**config.mk**
```make
export PLATFORM = sky130hd
export DESIGN_NAME = bus_grant_arbiter
export DESIGN_NICKNAME = d
export VERILOG_FILES = /design/src/rtl/cpu_bus_pkg.sv /design/src/rtl/bus_grant_arbiter_rr_pick.sv /design/src/rtl/bus_grant_arbiter.sv
export SDC_FILE = /design/constraint.sdc
export NUM_CORES = 1
export LEC_CHECK = 0
export ABC_AREA = 0
export BUFFER_PORTS_ARGS = -buffer_cell sky130_fd_sc_hd__buf_2
export CORE_MARGIN = 1.5
export CORE_UTILIZATION = 45
export DETAILED_ROUTE_END_ITERATION = 8
export GPL_TIMING_DRIVEN = 0
export PLACE_DENSITY = 0.72
export SYNTH_ARGS = -nofsm -noshare
export SYNTH_HDL_FRONTEND = slang
export SYNTH_SLANG_ARGS = --single-unit
```
**constraint.sdc**
```tcl
create_clock -name clock -period 5.6 [get_ports clock]
set_clock_uncertainty 0.15 [all_clocks]
set_input_delay 0.28 -clock clock [delete_from_list [all_inputs] [get_ports clock]]
set_output_delay 0.28 -clock clock [all_outputs]
set_load 0.03 [all_outputs]
```
**src/rtl/cpu_bus_pkg.sv**
```systemverilog
// Shared definitions for the CPU bus arbitration path.
// Holds the source count, the fixed source numbering used by the bus
// encoder, the arbiter state type and the encoder idle code.
package cpu_bus_pkg;

  localparam int NREQ_MAX = 24;

  localparam int R0     = 0;
  localparam int R1     = 1;
  localparam int R2     = 2;
  localparam int R3     = 3;
  localparam int R4     = 4;
  localparam int R5     = 5;
  localparam int R6     = 6;
  localparam int R7     = 7;
  localparam int R8     = 8;
  localparam int R9     = 9;
  localparam int R10    = 10;
  localparam int R11    = 11;
  localparam int R12    = 12;
  localparam int R13    = 13;
  localparam int R14    = 14;
  localparam int R15    = 15;
  localparam int HI     = 16;
  localparam int LO     = 17;
  localparam int ZHIGH  = 18;
  localparam int ZLOW   = 19;
  localparam int PC     = 20;
  localparam int MDR    = 21;
  localparam int INPORT = 22;
  localparam int CSIGN  = 23;

  typedef enum logic {
    IDLE  = 1'b0,
    GRANT = 1'b1
  } arb_state_t;

  // Encoder output when no grant bit is set.
  localparam logic [4:0] ENC_IDLE = 5'd31;

endpackage

```
**src/rtl/bus_grant_arbiter_rr_pick.sv**
```systemverilog
// Combinational round-robin pick.
// Ports:
//   req     - request vector, index = source number
//   ptr     - first source eligible to win (0..NREQ-1)
//   winner  - first set request at or after ptr, wrapping at NREQ-1
//   any_req - at least one request is set
// Method: rotate req down by ptr, find the lowest set bit, add ptr back.
module rr_pick
  import cpu_bus_pkg::*;
#(
  parameter int NREQ = NREQ_MAX
) (
  input  logic [NREQ-1:0] req,
  input  logic [4:0]      ptr,
  output logic [4:0]      winner,
  output logic            any_req
);

  localparam logic [5:0] NREQ6 = 6'(NREQ);

  logic [NREQ-1:0] rot;
  logic [4:0]      first;
  logic            found;
  logic [5:0]      sum;

  always_comb begin
    // Doubling the vector makes the right shift a rotation.
    rot   = NREQ'({req, req} >> ptr);
    first = '0;
    found = 1'b0;
    for (int i = 0; i < NREQ; i++) begin
      if (!found && rot[i]) begin
        found = 1'b1;
        first = 5'(i);
      end
    end
    sum = {1'b0, ptr} + {1'b0, first};
    if (sum >= NREQ6) sum = sum - NREQ6;
    winner  = sum[4:0];
    any_req = |req;
  end

endmodule

```
**src/rtl/bus_grant_arbiter.sv**
```systemverilog
// Round-robin arbiter for the shared CPU bus.
// Ports:
//   clock        - system clock, rising edge
//   clear_n      - asynchronous active-low reset
//   req          - level request per source
//   xfer_release - owner has finished; only looked at while a grant is held
//                  ("release" itself is a reserved word)
//   grant_onehot - registered one-hot source select, all-zero when idle
//   busy         - a grant is held
//   timeout      - one-cycle pulse in the IDLE cycle after a forced revoke
// Every grant is followed by at least one IDLE cycle, so the bus always
// turns around through the encoder idle code.
module bus_grant_arbiter
  import cpu_bus_pkg::*;
#(
  parameter int NREQ     = NREQ_MAX,
  parameter int HOLD_MAX = 64
) (
  input  logic            clock,
  input  logic            clear_n,
  input  logic [NREQ-1:0] req,
  input  logic            xfer_release,
  output logic [31:0]     grant_onehot,
  output logic            busy,
  output logic            timeout
);

  localparam logic [4:0] LAST      = 5'(NREQ - 1);
  localparam logic [7:0] HOLD_LAST = 8'(HOLD_MAX - 1);

  arb_state_t state;
  logic [4:0] ptr;
  logic [7:0] hold_cnt;
  logic [4:0] winner;
  logic       any_req;
  logic       owner_req;

  rr_pick #(.NREQ(NREQ)) u_pick (
    .req     (req),
    .ptr     (ptr),
    .winner  (winner),
    .any_req (any_req)
  );

  // Owner's request seen through the current grant mask.
  assign owner_req = |(grant_onehot & 32'(req));
  assign busy      = (state == GRANT);

  always_ff @(posedge clock or negedge clear_n) begin
    if (!clear_n) begin
      state        <= IDLE;
      ptr          <= '0;
      hold_cnt     <= '0;
      grant_onehot <= '0;
      timeout      <= 1'b0;
    end else begin
      timeout <= 1'b0;
      case (state)
        IDLE: begin
          if (any_req) begin
            state        <= GRANT;
            grant_onehot <= 32'd1 << winner;
            ptr          <= (winner == LAST) ? 5'd0 : winner + 5'd1;
            hold_cnt     <= '0;
          end
        end
        GRANT: begin
          if (xfer_release || !owner_req) begin
            state        <= IDLE;
            grant_onehot <= '0;
          end else if (hold_cnt == HOLD_LAST) begin
            state        <= IDLE;
            grant_onehot <= '0;
            timeout      <= 1'b1;
          end else begin
            hold_cnt <= hold_cnt + 8'd1;
          end
        end
        default: begin
          state        <= IDLE;
          grant_onehot <= '0;
        end
      endcase
    end
  end

endmodule

```
==> run summary, run 1 <==
Worst Max-Slew Pin Slew: 1050 ps
DRT Pass-1 Iters: 5
Compound-gate portion of the synthesized area: 0.159
Period utilisation layout: 0.968
Die height: 119 µm
R2R cell count: 23
Reg2Reg Launch Point: ptr[0]
Initial Util: 0.459
Vias in the first global route: 5949
TritonCTS clock tree: built
Max FO, Critical Path: 8
Post-Syn Area: 0.00603 mm²
Register area share after synthesis: 0.195
First-pass GRT wire length: 34700 µm
Clock latency on the worst-skew pair: 290 ps
Routed wl met3: 3050 µm
Core ar.: 0.0131 mm²
Mapped Cells: 617
Antenna violations before repair: 0
Peak Freq: 184 MHz
Layout Area Growth over Synthesis: 17.1%
GPL Wtd Cong: 1.06
R2r setup slk: 180 ps
Final Core Density: 0.537
Non-filler instance count after layout: 873
IO Port Bufs: 60
Hold Path Class: input pin to async pin
CTS H-tree lvls: 2
WP data arrival: 5470 ps
M1 WL: 8620 µm
Xor/xnor share of the synthesized area: 0.0131
Adder-Cell Fraction of Synth Area: 0.0282
Pin count of the biggest net entering global routing: 48
Slew Viols, Final: 0
Die Area: 0.0141 mm²
Simple-Gate Fraction of Synth Area: 0.162
Worst VDD drop: 351 µV
WL met2: 10300 µm
Async S/R FF share, synth: 1.00
I/O pin count: 61
Tmin final: 5420 ps
Yosys top cell area share: 0.224
Yosys warns: 0
Layout cells sized above 1: 0.363
Ys flop type: dfrtp_1
Ant. Diodes: 0
GR Overflow Total: 0
Max Cap Viol: 0
Final setup vio count: 0
CTS root buf: clkbuf_16
Fin Setup TNS: 0 ps
Setup crit start kind: register
TritonCTS buffer count: 5
Mux cell area share after synthesis: 0.378
Gr usage total: 0.320
Via-to-Cell Ratio: 7.06
Outcome: finished, final reports clean
Synth top area cells: mux4_2, dfrtp_1, mux2_2
WHS: 26.5 ps
Post-synth EDFFs: 0
Wirelength per Cell: 26.1 µm
DRT iter0 DRCs: 924
Critical Path RT: 5650 ps
Main combinational cell family by area after synthesis: multiplexers
Count leader, synth: nand2_1
Die Wd: 119 µm
Detailed-route DRC error count: 0
Vias post-DR: 6166
Final HPWL DP: 16800 µm
Leak Pwr: 0.00286 µW
Final Hold Fails: 0
Syn_nets: 657
Placed Area: 0.00655 mm²
Clock Tree Buf Depth: 2
Placed cells: 853
Final instance area: 0.00706 mm²
Power Dens Cells: 698 mW/mm²
Mapped Avg Cell Area: 9.77 µm²
Reg2reg end: ptr[4]
Site Rows: 42
DR top layer: met4
CTS sink cnt: 47
Final ANT Viol Nets: 0
Worst-path clk slew: 60 ps
Area leader, netlist: mux4_2
CTS Hold Bufs: 0
Slew margin rel.: 0.299
CP Capture Type: register
Nets: 736
Flop and latch count out of synthesis: 47
Final WL: 22800 µm
Post-synth top cells: nand2_1, mux4_2, o21ai_0, dfrtp_1, clkbuf_1
Synth unique cells: 76
Worst Setup Path Type: register to register
-- cells by family after synthesis --
family          Yosys count
compound gates          141
xor+xnor                  9
fa+ha+maj                13
buf+inv                  81
flops                    47
mux                     131
simple gates            195
-- what timing repair did --
item	4_1_cts	5_1_grt
gates resized for setup	19	62
pin swaps	1	10
setup buffers	2	13
endpoints found under the setup margin	36	36
-- routing by layer --
layer,global-route usage,up-vias
met3,0.0811,87
met5,0,-
met2,0.507,554
met1,0.434,2969
met4,0.0994,0
li1,-,2556
-- layout make-up --
cell class	instances	area, µm²
Buffer	63	388
Clock buffer	5	125
Clock inverter	3	46.3
Fill cell	1178	6080
Inverter	16	63.8
Multi-Input combinational cell	489	4630
Sequential cell	47	1180
Tap cell	176	220
Timing Repair Buffer	74	409
-- placed cells by master (no fill, tap or decap), types with 4 or more instances in the layout --
cell type and count:
nor2b_1 8, mux2_2 31, buf_4 13, a211oi_1 4
buf_12 5, mux2i_1 19, clkbuf_4 9, nand2_1 67
mux4_1 8, a21oi_1 7, o21ai_1 8, nand2b_1 6
clkbuf_1 29, a31oi_1 8, xnor2_1 5, dfrtp_1 46
o22ai_1 4, inv_1 12, clkbuf_16 5, buf_2 66
nand4_1 4, nor3_1 8, nand3_1 22, nor4_1 9
ha_1 11, o21ai_0 45, clkbuf_2 11, mux2i_4 4
or3_1 4, nor2_1 41, mux4_2 62, a22oi_1 17
o221ai_1 4
-- state kept, by name (all words and copies together) (netlist names) --
name / flops
ptr: 5
hold_cnt: 8
timeout: 1
grant_onehot: 32
busy: 1
-- power by group --
part / total, µW / switching, µW / internal (µW)
clock: 343 / 130 / 212
sequential: 512 / 92.7 / 419
combinational: 4070 / 2410 / 1670
total: 4930 / 2630 / 2300
-- worst max-delay path by stage --
stage | startpoint | to | slack (ps)
floorplan | ptr[0] | grant_onehot[10] | 650
global placement | ptr[4] | grant_onehot[2] | -540
detailed placement | ptr[4] | grant_onehot[21] | -780
CTS | ptr[0] | ptr[4] | 9
global route | ptr[0] | ptr[4] | -40
finish | ptr[0] | ptr[4] | 180
-- stage by stage --
step	worst slack (ps)	power, µW
after CTS	9.13	4540
after floorplan	654	3120
after detailed placement	-776	4100
final	180	4930
after global placement	-537	4040
after global routing	-37.5	5170
-- worst max-delay path: stages, from the launching register on --
cell       delay (ps)
dfrtp_1           370
buf_6             180
buf_12            150
buf_4             110
mux4_2            570
buf_4             170
mux4_2            520
mux2i_4           210
and2b_1           170
and3_1            210
nand3_1           120
o221ai_2          180
ha_2              200
inv_1              50
fa_2              340
inv_1              60
a21o_1            120
a21oi_2            70
xnor2_2           190
a2111oi_4         410
a211oi_4          120
buf_6             160
or3_1             360
a31oi_1           160
(Power assumes the default switching activity.)
==> inputs of run 2 (changes only) <==
- clock period: 5.6 -> 6.7 ns (I/O delays scaled with it)
==> run 2 against run 1 <==
Against the previous run: global-route usage decreased by 0.17 points; core utilization decreased by 2.5 points; critical path depth decreased by 6; via count decreased by 0.21%; sequential share of layout area increased by 0.80 points; cell area decreased by 4.7%; sequential power decreased by 16%; count of clock-buffer cells in the layout unchanged; wire length decreased by 1.4%; maximum frequency decreased by 14%; worst hold slack improved by 40 ps; clock power decreased by 15%; critical endpoint is now grant_onehot[12].
==> run summary, run 2 (synthesized netlist as in run 1, its figures left out) <==
Placed cells: 853
Period utilisation layout: 0.937
Sw power: 2110 µW
Post-CTS Repair Setup Buffers: 0
Final ANT Viol Nets: 0
Gr usage total: 0.319
WP data arrival: 6320 ps
Number of cells on the critical path: 17
Switching Fraction: 0.545
CTS H-tree lvls: 2
Reg2reg end: grant_onehot[12]
Power Dens Cells: 575 mW/mm²
Worst Max-Slew Pin Slew: 1030 ps
CTS root buf: clkbuf_16
Wirelength per Cell: 26.1 µm
Max Cap Viol: 0
Final WL: 22500 µm
Initial Util: 0.459
CP Capture Type: register
Slew Viols, Final: 0
Slowest-stage cell, CP: o31ai_1
RSZ-0062 raised after global routing: no
Fill count: 1215
Die Wd: 119 µm
Crit path buf inv count: 4
Antenna violations before repair: 0
Nets: 724
Die height: 119 µm
Outcome: finished, final reports clean
CP top delay family: compound AO/OA/AOI/OAI gates
Fin Setup TNS: 0 ps
Slew margin rel.: 0.312
CTS sink cnt: 47
R2r setup slk: 420 ps
Site Rows: 42
Layout Area Growth over Synthesis: 11.6%
Worst VDD drop: 270 µV
Layout cells sized above 1: 0.291
Non-filler instance count after layout: 862
Tmin final: 6280 ps
IO Port Bufs: 60
R2R cell count: 17
Final HPWL DP: 16800 µm
Leak Pwr: 0.00273 µW
Critical Path RT: 6740 ps
Peak Freq: 159 MHz
Max incr delay on CP: 640 ps
Clock share of power: 0.075
Setup crit start: ptr[1]
TritonCTS buffer count: 5
Max FFs per register: 32
First-pass GRT wire length: 34600 µm
Pin count of the biggest net entering global routing: 48
DRT iter0 DRCs: 981
Final setup vio count: 0
Clock latency on the worst-skew pair: 290 ps
Core ar.: 0.0131 mm²
Max FO, Critical Path: 10
TritonCTS clock tree: built
DRT Pass-1 Iters: 8
Reg2Reg Launch Point: ptr[1]
Hold Path Class: input pin to async pin
Setup crit start kind: register
Top reg by flops: grant_onehot
Final Hold Fails: 0
CTS Hold Bufs: 0
Clock Tree Buf Depth: 2
Largest regs: grant_onehot (32), hold_cnt (8), ptr (5)
Via-to-Cell Ratio: 7.14
GPL Wtd Cong: 1.06
Post_cts resized: 0
Combinational power share: 0.814
Worst-path clk slew: 70 ps
Die Area: 0.0141 mm²
Most common cell after layout, fill and taps aside: buf_2
Critical Path, Cell by Cell: clkbuf_1, clkbuf_1, clkbuf_1, nor3_1, o31ai_1, nand4b_1, a31oi_1, a31o_1, ha_1, a21o_1, a21oi_1, mux2i_1, a2111oi_0, a211oi_2, or3_1, clkbuf_1, o21ai_0
Vias post-DR: 6153
Vias in the first global route: 5962
Crit-path most repeated cell: clkbuf_1
Setup crit end: grant_onehot[12]
WHS: 66.2 ps
Int Pwr: 1760 µW
I/O pin count: 61
Sequential share of power: 0.111
Worst Setup Path Type: register to register
GR Overflow Total: 0
Detailed-route DRC error count: 0
Commonest non-fill, non-tap cells in the layout: buf_2, nand2_1, mux4_2, o21ai_0, dfrtp_1
-- run 2: changes by cell type in the layout (fill, tap and decap cells not counted), moves of 3 or more --
cell      delta
nand3_2      -3
clkbuf_4     -9
clkbuf_2    -10
buf_12       -3
nand3_1      +3
mux2i_4      -4
mux2i_1      +5
buf_2        +6
o21ai_1      -4
o21ai_0      +4
buf_4       -13
clkbuf_1    +13
-- run 2: routing by layer --
| layer | GRT usage | part of all wire |
|---|---|---|
| met3 | 0.0796 | 0.14 |
| met4 | 0.101 | 0.033 |
| met5 | 0 | 0 |
| met2 | 0.504 | 0.45 |
| met1 | 0.432 | 0.38 |
-- run 2: worst min-delay path by stage --
stage,start,endpoint,slack [ps],depth (start not counted)
2_1_floorplan,clear_n,busy,-110,0
3_3_place_gp,grant_onehot[27],grant_onehot[27],310,2
3_5_place_dp,grant_onehot[24],grant_onehot[24],320,2
4_1_cts,clear_n,hold_cnt[7],110,1
5_1_grt,clear_n,hold_cnt[3],160,1
6_report,clear_n,hold_cnt[7],70,1
-- run 2: cell type report --
cell class,instances,area (µm²),area share
Tap cell,176,220,0.0327
Inverter,16,60.1,0.00892
Buffer,65,330,0.0491
Clock inverter,3,46.3,0.00688
Timing Repair Buffer,60,300,0.0446
Sequential cell,47,1180,0.175
Clock buffer,5,125,0.0186
Antenna cell,1,2.50,0.000372
Multi-Input combinational cell,489,4470,0.664
-- run 2: through the flow --
stage	setup slack [ps]	instance area (µm²)	util	power [µW]
5_1_grt	125	6730	0.512	4050
2_1_floorplan	1750	6030	-	2610
3_5_place_dp	324	6550	0.499	3430
4_1_cts	238	6720	0.512	3750
3_3_place_gp	563	6550	0.499	3380
6_report	422	6730	0.512	3870
-- run 2: power by group through the flow --
stage,clock network (µW),logic (µW),registers [µW]
floorplan,0,2120,491
global placement,0,2950,425
detailed placement,0,3000,428
CTS,289,3040,424
global route,298,3320,433
finish,290,3150,428
